### config.mk
export PLATFORM = sky130hd
export DESIGN_NAME = uart_tx_sequencer
export DESIGN_NICKNAME = d
export VERILOG_FILES = /design/src/rtl/uart_tx_sequencer.sv
export SDC_FILE = /design/constraint.sdc
export NUM_CORES = 1
export LEC_CHECK = 0
export ABC_AREA = 1
export CORE_MARGIN = 5
export CORE_UTILIZATION = 57
export DETAILED_ROUTE_END_ITERATION = 16
export PLACE_DENSITY = 0.9
export SLEW_MARGIN = 10
export SYNTH_ARGS = -nofsm -noshare
export SYNTH_HDL_FRONTEND = slang
export SYNTH_SLANG_ARGS = --single-unit
### constraint.sdc
create_clock -name clk -period 3.35 [get_ports clk]
set_clock_uncertainty 0.2 [all_clocks]
set_input_delay 0.335 -clock clk [delete_from_list [all_inputs] [get_ports clk]]
set_output_delay 0.335 -clock clk [all_outputs]
set_load 0.005 [all_outputs]
### src/rtl/uart_tx_sequencer.sv
// -----------------------------------------------------------------------------
// uart_tx_sequencer
//
// Frame sequencer for the UART transmit path. Accepts one data word per
// ready/valid handshake and shifts it out on tx_serial as a start bit, the
// data bits (LSB first), an optional even-parity bit and a stop bit. Each bit
// is held for CLKS_PER_BIT clocks, timed by a baud-period counter. A bit-index
// counter tracks the data bit being sent.
//
// Optional feature: define UART_TX_PARITY_EN to insert an even-parity bit
// between the last data bit and the stop bit. When the macro is undefined,
// the PARITY state and its logic are absent.
//
// Parameters:
//   CLKS_PER_BIT  clock cycles per serial bit (>= 2)
//   DATA_BITS     data bits per frame (5..9)
//
// Ports:
//   clk        system clock, rising edge
//   rst        synchronous active-low reset
//   tx_valid   requester has a word on tx_data
//   tx_data    word to send, sampled only on handshake
//   tx_ready   sequencer can accept a word (IDLE only)
//   tx_serial  serial line, idle high, registered
//   tx_busy    frame in progress, registered
//   tx_done    one-cycle pulse after the stop bit completes, registered
// -----------------------------------------------------------------------------
module uart_tx_sequencer #(
  parameter int CLKS_PER_BIT = 434,
  parameter int DATA_BITS    = 8
) (
  input  logic                 clk,
  input  logic                 rst,
  input  logic                 tx_valid,
  input  logic [DATA_BITS-1:0] tx_data,
  output logic                 tx_ready,
  output logic                 tx_serial,
  output logic                 tx_busy,
  output logic                 tx_done
);

  localparam int BAUD_W = (CLKS_PER_BIT > 1) ? $clog2(CLKS_PER_BIT) : 1;
  localparam int BIT_W  = $clog2(DATA_BITS);

  localparam logic [BAUD_W-1:0] BAUD_LAST = BAUD_W'(CLKS_PER_BIT - 1);
  localparam logic [BIT_W-1:0]  BIT_LAST  = BIT_W'(DATA_BITS - 1);

  typedef enum logic [2:0] {
    S_IDLE,
    S_START,
    S_DATA,
    S_STOP
`ifdef UART_TX_PARITY_EN
    , S_PARITY
`endif
  } state_e;

  state_e                state_q,     state_d;
  logic [BAUD_W-1:0]     baud_cnt_q,  baud_cnt_d;
  logic [BIT_W-1:0]      bit_cnt_q,   bit_cnt_d;
  logic [DATA_BITS-1:0]  shift_q,     shift_d;
  logic                  tx_serial_q, tx_serial_d;
  logic                  tx_busy_q,   tx_busy_d;
  logic                  tx_done_q,   tx_done_d;
`ifdef UART_TX_PARITY_EN
  logic                  parity_q,    parity_d;
`endif

  logic bit_end;
  logic accept;

  assign bit_end = (baud_cnt_q == BAUD_LAST);
  assign accept  = tx_valid && (state_q == S_IDLE);

  // Combinational next-state logic for the FSM, both counters and the outputs.
  always_comb begin
    // NOTE: every variable gets a default before any branch so no latch is
    // inferred when a case arm leaves it unassigned.
    state_d     = state_q;
    baud_cnt_d  = '0;
    bit_cnt_d   = bit_cnt_q;
    shift_d     = shift_q;
    tx_done_d   = 1'b0;
`ifdef UART_TX_PARITY_EN
    parity_d    = parity_q;
`endif

    // Baud counter free-runs and wraps in every active state, held at 0 in IDLE.
    if (state_q != S_IDLE) begin
      baud_cnt_d = bit_end ? '0 : baud_cnt_q + BAUD_W'(1);
    end

    case (state_q)
      S_IDLE: begin
        if (accept) begin
          state_d = S_START;
          shift_d = tx_data;
`ifdef UART_TX_PARITY_EN
          // Parity comes from the word as accepted; the shift register is
          // consumed bit by bit and cannot be used later.
          parity_d = ^tx_data;
`endif
        end
      end
      S_START: begin
        if (bit_end) begin
          state_d   = S_DATA;
          bit_cnt_d = '0;
        end
      end
      S_DATA: begin
        if (bit_end) begin
          shift_d = shift_q >> 1;
          if (bit_cnt_q == BIT_LAST) begin
            bit_cnt_d = '0;
`ifdef UART_TX_PARITY_EN
            state_d   = S_PARITY;
`else
            state_d   = S_STOP;
`endif
          end else begin
            bit_cnt_d = bit_cnt_q + BIT_W'(1);
          end
        end
      end
`ifdef UART_TX_PARITY_EN
      S_PARITY: begin
        if (bit_end) state_d = S_STOP;
      end
`endif
      S_STOP: begin
        if (bit_end) begin
          state_d   = S_IDLE;
          tx_done_d = 1'b1;
        end
      end
      default: state_d = S_IDLE;
    endcase

    // Line level is a function of the state being entered, so tx_serial
    // changes on the same edge as the state register.
    case (state_d)
      S_START:  tx_serial_d = 1'b0;
      S_DATA:   tx_serial_d = shift_d[0];
`ifdef UART_TX_PARITY_EN
      S_PARITY: tx_serial_d = parity_d;
`endif
      default:  tx_serial_d = 1'b1;
    endcase

    tx_busy_d = (state_d != S_IDLE);
  end

  // NOTE: sequential state uses non-blocking assignments only, so every flop
  // samples its _d value from before the edge regardless of statement order.
  always_ff @(posedge clk) begin
    if (!rst) begin
      state_q     <= S_IDLE;
      baud_cnt_q  <= '0;
      bit_cnt_q   <= '0;
      shift_q     <= '0;
      tx_serial_q <= 1'b1;
      tx_busy_q   <= 1'b0;
      tx_done_q   <= 1'b0;
`ifdef UART_TX_PARITY_EN
      parity_q    <= 1'b0;
`endif
    end else begin
      state_q     <= state_d;
      baud_cnt_q  <= baud_cnt_d;
      bit_cnt_q   <= bit_cnt_d;
      shift_q     <= shift_d;
      tx_serial_q <= tx_serial_d;
      tx_busy_q   <= tx_busy_d;
      tx_done_q   <= tx_done_d;
`ifdef UART_TX_PARITY_EN
      parity_q    <= parity_d;
`endif
    end
  end

  // Ready is decoded from the state register so it is high in the tx_done
  // cycle, allowing a held tx_valid to start the next frame immediately.
  assign tx_ready  = (state_q == S_IDLE);
  assign tx_serial = tx_serial_q;
  assign tx_busy   = tx_busy_q;
  assign tx_done   = tx_done_q;

endmodule
* After elaboration in Yosys (flattened, before gate mapping) *
Cells that the tools add are included.

storage, ports and cells
  output and inout port bits = 4
  word-level logic and storage cells = 47
  flip-flop bits (word level) = 26
  input bits = 11

cells by class
  $add $sub $neg = 2
  equality and inequality tests = 10
  bitwise logic cells = 2
  reduce and logical (&&, ||, !) cells = 10
  muxes and demuxes = 15

operators by type and width
  cell                 number
  $mux 3               8
  $mux 8               2
  $pmux 8 s2           1
  $pmux 3 s4           1
  $add 9x1->9 const B  1
  $eq 3x2->1 const B   3
  $eq 9x9->1 const B   1
  $eq 3x1->1 const B   2
  $pmux 3 s2           1
  $reduce_and 3->1     2
  $reduce_bool 3->1    2
  $ne 2x2->1 const B   2
  $reduce_bool 2->1    2
  $add 3x1->3 const B  1
  $eq 3x3->1 const B   1
  $logic_not 3->1      1
  $reduce_or 3->1      1
  $ne 2x1->1 const B   1
  $not 1->1            2
  $pmux 1 s2           1
  $reduce_and 2->1     1
  $logic_and 1x1->1    1
  $mux 1               1

* Logic depth before layout (Yosys ltp) *
Gate-level depths: netlist of run 1.

  word-level depth = 6
  mapped depth = 12
  gate-level depth less buffers = 12

* Worst setup path after synthesis of run 1 *
OpenSTA, ideal clock, no wires.

  path kind = flip-flop to flip-flop
  start point = reg baud_cnt_q[0]
  end point = reg bit_cnt_q[0]
  stages on the path, launching flop included = 9
  arrival = 1.210 ns
  setup time = 0.124 ns
  data required time = 3.026 ns
  path slack = 1.816 ns
  cells stage by stage = dfxtp_1 > ha_1 > nand2_1 > nor2_2 > nand2_2 > inv_1 > o21ai_1 > o21ai_0 > a21oi_1

between the ends
  cells in the longest elaborated chain, start to end = 3
  elaborated cells between the ends (all ways) = 4
  those cells by class = 3 x eq/ne; 1 x reduce/logical

ends and longest elaborated chain
  what                                   RTL line  text
  from (decl)                            59        logic [BAUD_W-1:0] baud_cnt_q, baud_cnt_d;
  from (signal assigned)                 170       baud_cnt_q <= baud_cnt_d;
  $eq 9x9->1 (*)                         72        assign bit_end = (baud_cnt_q == BAUD_LAST);
  $ne 2x2->1 (no source line)            -
  $reduce_and 3->1 (no source line) (*)  -
  to (signal assigned)                   171       bit_cnt_q <= bit_cnt_d;
  to (decl)                              60        logic [BIT_W-1:0] bit_cnt_q, bit_cnt_d;

Every way passes the cells marked *; elsewhere a longest branch is shown, timed or not.
A chain may end at the register's enable or synchronous reset.

* Worst setup path after layout of run 1 *
  start point = reg state_q[0]
  end point = out tx_ready

between the ends
  cells in the longest elaborated chain, start to end = 1

ends and longest elaborated chain
  what                    RTL line  text
  from (decl)             58        state_e state_q, state_d;
  from (signal assigned)  169       state_q <= state_d;
  $logic_not 3->1         184       assign tx_ready = (state_q == S_IDLE);
  to (decl)               36        output logic tx_ready,

No other way between the ends.

==> results.json, run 1 <==
{
  "outcome": "finished clean",
  "vdd_ir_drop_max_mv": 0.254,
  "total_of_endpoints_with_negative_setup_slack_in_the_final_report": 0,
  "end_kind": "output pin",
  "num_rows": 16,
  "synth.yosys.seq_area_share_pct": 43.7,
  "final.fill_count": 149,
  "mappedNetlistNets": 172,
  "ys_top_cells_by_area": "dfxtp_1, nand3_1, nand2_1",
  "drt_wl_total_mm": 2.33,
  "min_from": "bit_cnt_q[0]",
  "io-pin-count": 15,
  "cpMaxStageDelayCell": "clkdlybuf4s50_1",
  "gr-usage-all-layers_pct": 16.3,
  "timing.rr.start": "state_q[0]",
  "p_leak_nw": 0.558,
  "synth_largest_area_cell": "dfxtp_1",
  "power_density_normalized_to_cell_area_nw_per_um2": 420,
  "final-hold-violation-count": 0,
  "drv.max_cap_violation_count": 0,
  "final_core_util_pct": 70.7,
  "fmax_mhz": 396,
  "num_antenna_cells": 0,
  "cts_hold_repair.buffers": 0,
  "area_delta_synth_final_pct": 17.8,
  "ys_top_cells_by_count": "dfxtp_1, nand2_1, nand3_1",
  "cts-buffers-inserted": 3,
  "sequence_of_cells_on_the_critical_path": "inv_1, nand2_2, nor2_1, clkdlybuf4s50_1",
  "detailedRoute.firstIterationViolations": 34,
  "cts_tree": "built",
  "synth.ff_latch_count": 26,
  "ff2ff_path_depth": 10,
  "grt_setup_unrepaired": "false",
  "critical-path-max-stage-delay_ns": 0.63,
  "cp_top_family": "buffers and inverters",
  "first_pass_grt_wire_length_mm": 4.21,
  "post-cts-setup-buffer-count": 0,
  "first_global_vias": 1048,
  "dominantRegCellSynth": "dfxtp_1",
  "post_synth_instance_area_um2": 1190,
  "clkTransAtPathRegs_ns": 0.14,
  "average_detailed_routed_wire_length_per_instance_um": 11.7,
  "hold_class": "reg2reg",
  "port-buffer-count": 14,
  "max_slew.worst_pin.slew_ns": 0.676,
  "critical_path.n_buffers_inverters": 2,
  "report.final.slew_viol_count": 0,
  "postSynthCellCount": 157,
  "dr.pass1.iters": 5,
  "timing_worst_setup_path_type": "reg2out",
  "avgSynthCellArea_um2": 7.58,
  "place_hpwl_mm": 1.76,
  "cp_max_fanout": 12,
  "die-width_um": 55.7,
  "num_vias": 1074,
  "setup_tns_ns": 0,
  "clockRootBuffer": "clkbuf_4",
  "max-clock-path-buffers": 2,
  "pin_count_of_the_biggest_net_entering_global_routing": 16,
  "die-area_um2": 3100,
  "detail_route.vias_per_cell": 5.37,
  "number_of_h_tree_levels": 1,
  "dieHeight_um": 55.7,
  "floorplan.core_area_um2": 1980,
  "synthDistinctLibCells": 26,
  "initial_antenna_violation_count": 0,
  "rr_endpoint": "tx_serial",
  "r2r_setup_slack_ns": 1.20,
  "final_nets": 189,
  "drive_above_1_share_pct": 10.4,
  "grt_overflow": 0,
  "number_of_enable_type_register_cells_in_the_synthesized_netlist": 0,
  "timing.final.crit_share_pct": 75.3,
  "cp.required_ns": 2.81,
  "ctsResizeCount": 0,
  "final_ant_viol_nets": 0,
  "netlist.area_leader.share_pct": 43.7,
  "final_critical_path_required_period_ns": 2.52,
  "synth_warnings": 0,
  "floorplan.initialDensity_pct": 60.0,
  "critPathArrivalTime_ns": 1.99,
  "worstSetupStartpointType": "flip-flop",
  "sinks_on_clock_net": 26,
  "min_to": "bit_cnt_q[0]",
  "gp_weighted_congestion": 0.858,
  "maxSlewHeadroom_pct": 54.7,
  "synthArstFlopShare_pct": 0,
  "hold_depth": 2,
  "worst_setup_path_startpoint": "state_q[0]",
  "drt_drc_violations_left": 0,
  "clock_latency_ns": 0.32
}
worst max path at each step:
stage	slack, ns	endpoint	cells past startpoint
final	0.83	tx_ready	4
after global routing	0.69	tx_ready	4
after CTS	0.84	tx_ready	4
after detailed placement	1.20	tx_ready	4
after global placement	1.24	tx_ready	4
after floorplan	1.82	bit_cnt_q[0]	8
layout by cell type, fill, tap and decap left out, types with 2 or more instances in the layout:
master,netlist,layout
dfxtp_1,26,26
inv_2,2,2
inv_1,18,18
nand2_2,6,6
a31oi_1,7,7
nand3_1,22,22
xor2_1,3,3
o21ai_0,2,2
clkdlybuf4s50_1,0,14
nand4_1,2,2
nor3_1,3,3
nand2_1,26,26
clkbuf_4,1,3
nor2_1,17,17
nor2_4,2,2
a21oi_1,5,5
ha_1,4,4
nor2_2,2,2
routing by layer:
metal  part of all wire (%)  routed length, um  track usage [%]
met5                      0                  0                0
met4                    1.1                 25             4.51
met3                    5.1                118             3.02
met2                     51               1190             29.9
met1                     43               1000             19.2
tightest hold or removal path: stages, from the launching register on:
cell     delay, ns
dfxtp_1       0.36
inv_1         0.06
a21oi_1       0.05
stage by stage:
| stage | worst slack (ns) | power, mW | area, um^2 | hold slack (ns) | std cells |
|---|---|---|---|---|---|
| finish | 0.826 | 0.589 | 1400 | 0.290 | 200 |
| global route | 0.695 | 0.612 | 1400 | 0.324 | 200 |
| CTS | 0.841 | 0.589 | 1400 | 0.292 | 200 |
| detailed placement | 1.20 | 0.380 | 1350 | 0.271 | 196 |
| global placement | 1.24 | 0.377 | 1350 | 0.255 | 196 |
| floorplan | 1.82 | 0.358 | 1190 | 0.233 | 157 |
power breakdown:
part | internal, mW | total [mW] | switching [mW] | leakage, nW
sequential | 0.318 | 0.323 | 0.00497 | 0.212
clock | 0.121 | 0.216 | 0.0950 | 0.0279
combinational | 0.0237 | 0.0498 | 0.0261 | 0.318
total | 0.463 | 0.589 | 0.126 | 0.558
sequential cells by signal, summed over array words and instances, names as in the netlist:
signal / cells
baud_cnt_q: 9
bit_cnt_q: 3
shift_q: 8
state_q: 3
tx_busy: 1
tx_done: 1
tx_serial: 1
cell type report:
class	count	area (um^2)	area share [%]
Clock buffer	3	22.5	1.61
Clock inverter	1	30.0	2.14
Inverter	21	78.8	5.63
Multi-Input combinational cell	108	576	41.1
Sequential cell	26	520	37.1
Tap cell	27	33.8	2.41
Timing Repair Buffer	14	140	10.0
kinds of logic (layout without fill, tap and decap cells):
group,Yosys count,in the layout,share of synthesized area [%]
and+or+nand+nor,83,83,33.2
DFF,26,26,43.7
buffers and inverters,23,39,7.89
adders and majority gates,4,4,4.21
AOI/OAI and AO/OA,16,16,7.68
other,1,1,0.315
xor gates and xnor gates,4,4,2.94
Note: power is estimated with default switching activity, not from simulation.
==> run 2: changes to the inputs <==
CORE_UTILIZATION = 53   (was 57)
PLACE_DENSITY = 0.85   (was 0.9)
clock period = 2.6 ns   (was 3.35 ns; I/O delays follow)
==> results.json, run 2 (synthesis results as in run 1) <==
{
  "total_of_endpoints_with_negative_setup_slack_in_the_final_report": 0,
  "grt_overflow": 0,
  "dp_slack_ns": 0.630,
  "worstSetupStartpointType": "flip-flop",
  "critical-path-max-stage-delay_ns": 0.59,
  "dr.pass1.iters": 4,
  "cts-buffers-inserted": 3,
  "clockRootBuffer": "clkbuf_4",
  "detailedRoute.firstIterationViolations": 34,
  "final-hold-violation-count": 0,
  "post-cts-setup-buffer-count": 0,
  "pin_count_of_the_biggest_net_entering_global_routing": 14,
  "proportion_of_total_power_due_to_net_switching_pct": 22.7,
  "max-clock-path-buffers": 2,
  "area_delta_synth_final_pct": 16.6,
  "num_rows": 17,
  "setup_tns_ns": 0,
  "final_critical_path_required_period_ns": 2.22,
  "power.share.clock_pct": 24.8,
  "num_antenna_cells": 0,
  "final.fill_count": 208,
  "io-pin-count": 15,
  "die-area_um2": 3290,
  "first_pass_grt_wire_length_mm": 3.97,
  "detail_route.vias_per_cell": 5.20,
  "min_from": "bit_cnt_q[1]",
  "final_nets": 191,
  "p_sw_mw": 0.146,
  "place_hpwl_mm": 1.84,
  "dieHeight_um": 57.4,
  "critPathArrivalTime_ns": 1.76,
  "timing.final.crit_share_pct": 85.4,
  "vdd_ir_drop_max_mv": 0.339,
  "hold_class": "reg2reg",
  "average_detailed_routed_wire_length_per_instance_um": 11.2,
  "outcome": "finished clean",
  "p_leak_nw": 0.553,
  "floorplan.core_area_um2": 2170,
  "num_vias": 1050,
  "drv.max_cap_violation_count": 0,
  "r2r_setup_slack_ns": 0.73,
  "clkTransAtPathRegs_ns": 0.12,
  "timing_worst_setup_path_type": "reg2out",
  "power_density_normalized_to_cell_area_nw_per_um2": 464,
  "ctsResizeCount": 0,
  "clock_latency_ns": 0.32,
  "sequential_cell_area_um2": 520,
  "fmax_mhz": 451,
  "largest_register": "baud_cnt_q",
  "timing.rr.start": "state_q[0]",
  "gr-usage-all-layers_pct": 15.1,
  "drt_drc_violations_left": 0,
  "floorplan.initialDensity_pct": 54.8,
  "power_share_of_the_sequential_group_pct": 64.8,
  "finalWorstSetupSlack_ns": 0.380,
  "hold_depth": 2,
  "power.internal_mw": 0.497,
  "sinks_on_clock_net": 26,
  "rr_endpoint": "tx_serial",
  "grt_setup_unrepaired": "false",
  "first_global_vias": 1002,
  "end_kind": "output pin",
  "multi_input_gate_area_um2": 576,
  "port-buffer-count": 14,
  "cts_hold_repair.buffers": 0,
  "largest_register_ff_count": 9,
  "die-width_um": 57.4,
  "number_of_h_tree_levels": 1,
  "cp.required_ns": 2.14,
  "cp_max_fanout": 8,
  "most-common-layout-cells": "nand2_1, dfxtp_1, nand3_1",
  "initial_antenna_violation_count": 0,
  "gp_weighted_congestion": 0.855,
  "min_to": "bit_cnt_q[1]",
  "final_ant_viol_nets": 0,
  "report.final.slew_viol_count": 0,
  "drive_above_1_share_pct": 10.9,
  "sequence_of_cells_on_the_critical_path": "inv_1, nand2_2, nor2_1, clkdlybuf4s50_1",
  "largestRegisters": "baud_cnt_q x9, shift_q x8",
  "cpMaxStageDelayCell": "clkdlybuf4s50_1",
  "cts_tree": "built",
  "ff2ff_path_depth": 10,
  "drt_wl_total_mm": 2.27,
  "worst_setup_path_startpoint": "state_q[0]",
  "comb_power_share_pct": 10.4
}
==> run 2: changes by cell type in the layout (fill, tap and decap cells not counted), sizes merged <==
cell,delta
buf,+2
bufinv,-1
==> run 2: power by group through the flow <==
stage	Combinational, mW	Sequential, mW	Clock, mW
2_1_floorplan	0.0367	0.424	0
3_3_place_gp	0.0647	0.425	0
3_5_place_dp	0.0671	0.426	0
4_1_cts	0.0673	0.417	0.168
5_1_grt	0.0754	0.418	0.189
6_report	0.0669	0.417	0.160
==> run 2: worst max-delay path by stage <==
stage / end / slack, ns / cells past startpoint
CTS: tx_ready / 0.37 / 4
detailed placement: baud_cnt_q[7] / 0.63 / 6
global placement: baud_cnt_q[7] / 0.73 / 6
finish: tx_ready / 0.38 / 4
floorplan: bit_cnt_q[0] / 1.07 / 8
global route: tx_ready / 0.18 / 4
==> run 2: stage by stage <==
stage | total power [mW] | std cells | area [um^2] | hold WS (ns) | utilization, %
6_report | 0.643 | 202 | 1390 | 0.277 | 64.0
4_1_cts | 0.651 | 202 | 1390 | 0.283 | 64.0
3_5_place_dp | 0.493 | 199 | 1370 | 0.263 | 62.9
2_1_floorplan | 0.461 | 157 | 1190 | 0.171 | -
3_3_place_gp | 0.489 | 199 | 1370 | 0.249 | 62.9
5_1_grt | 0.682 | 202 | 1390 | 0.306 | 64.0
==> run 2: layer usage <==
metal | share of wire [%] | track usage, % | up-vias
li1 | - | - | 543
met1 | 43 | 16.8 | 474
met2 | 49 | 25.5 | 26
met3 | 5.2 | 4.30 | 7
met4 | 2.6 | 8.94 | 0
met5 | 0 | 0 | -
==> run 2: cell type report <==
cell class	instances	share of cell area (%)
Clock buffer	3	1.62
Inverter	21	5.68
Multi-Input combinational cell	108	41.5
Sequential cell	26	37.5
Tap cell	28	2.52
Timing Repair Buffer	16	11.2
==> run 2: critical path, delay by kind of cell (launching register included) <==
family,cells,cell delay [ns]
buffers and inverters,2,0.69
and+or+nand+nor,2,0.43
DFF,1,0.32
==> run 3: changes to the inputs <==
TNS_END_PERCENT = 20   (was not set)
==> results of run 3 <==
Same layout as run 2: the final DEF is identical, and so are final timing and power.
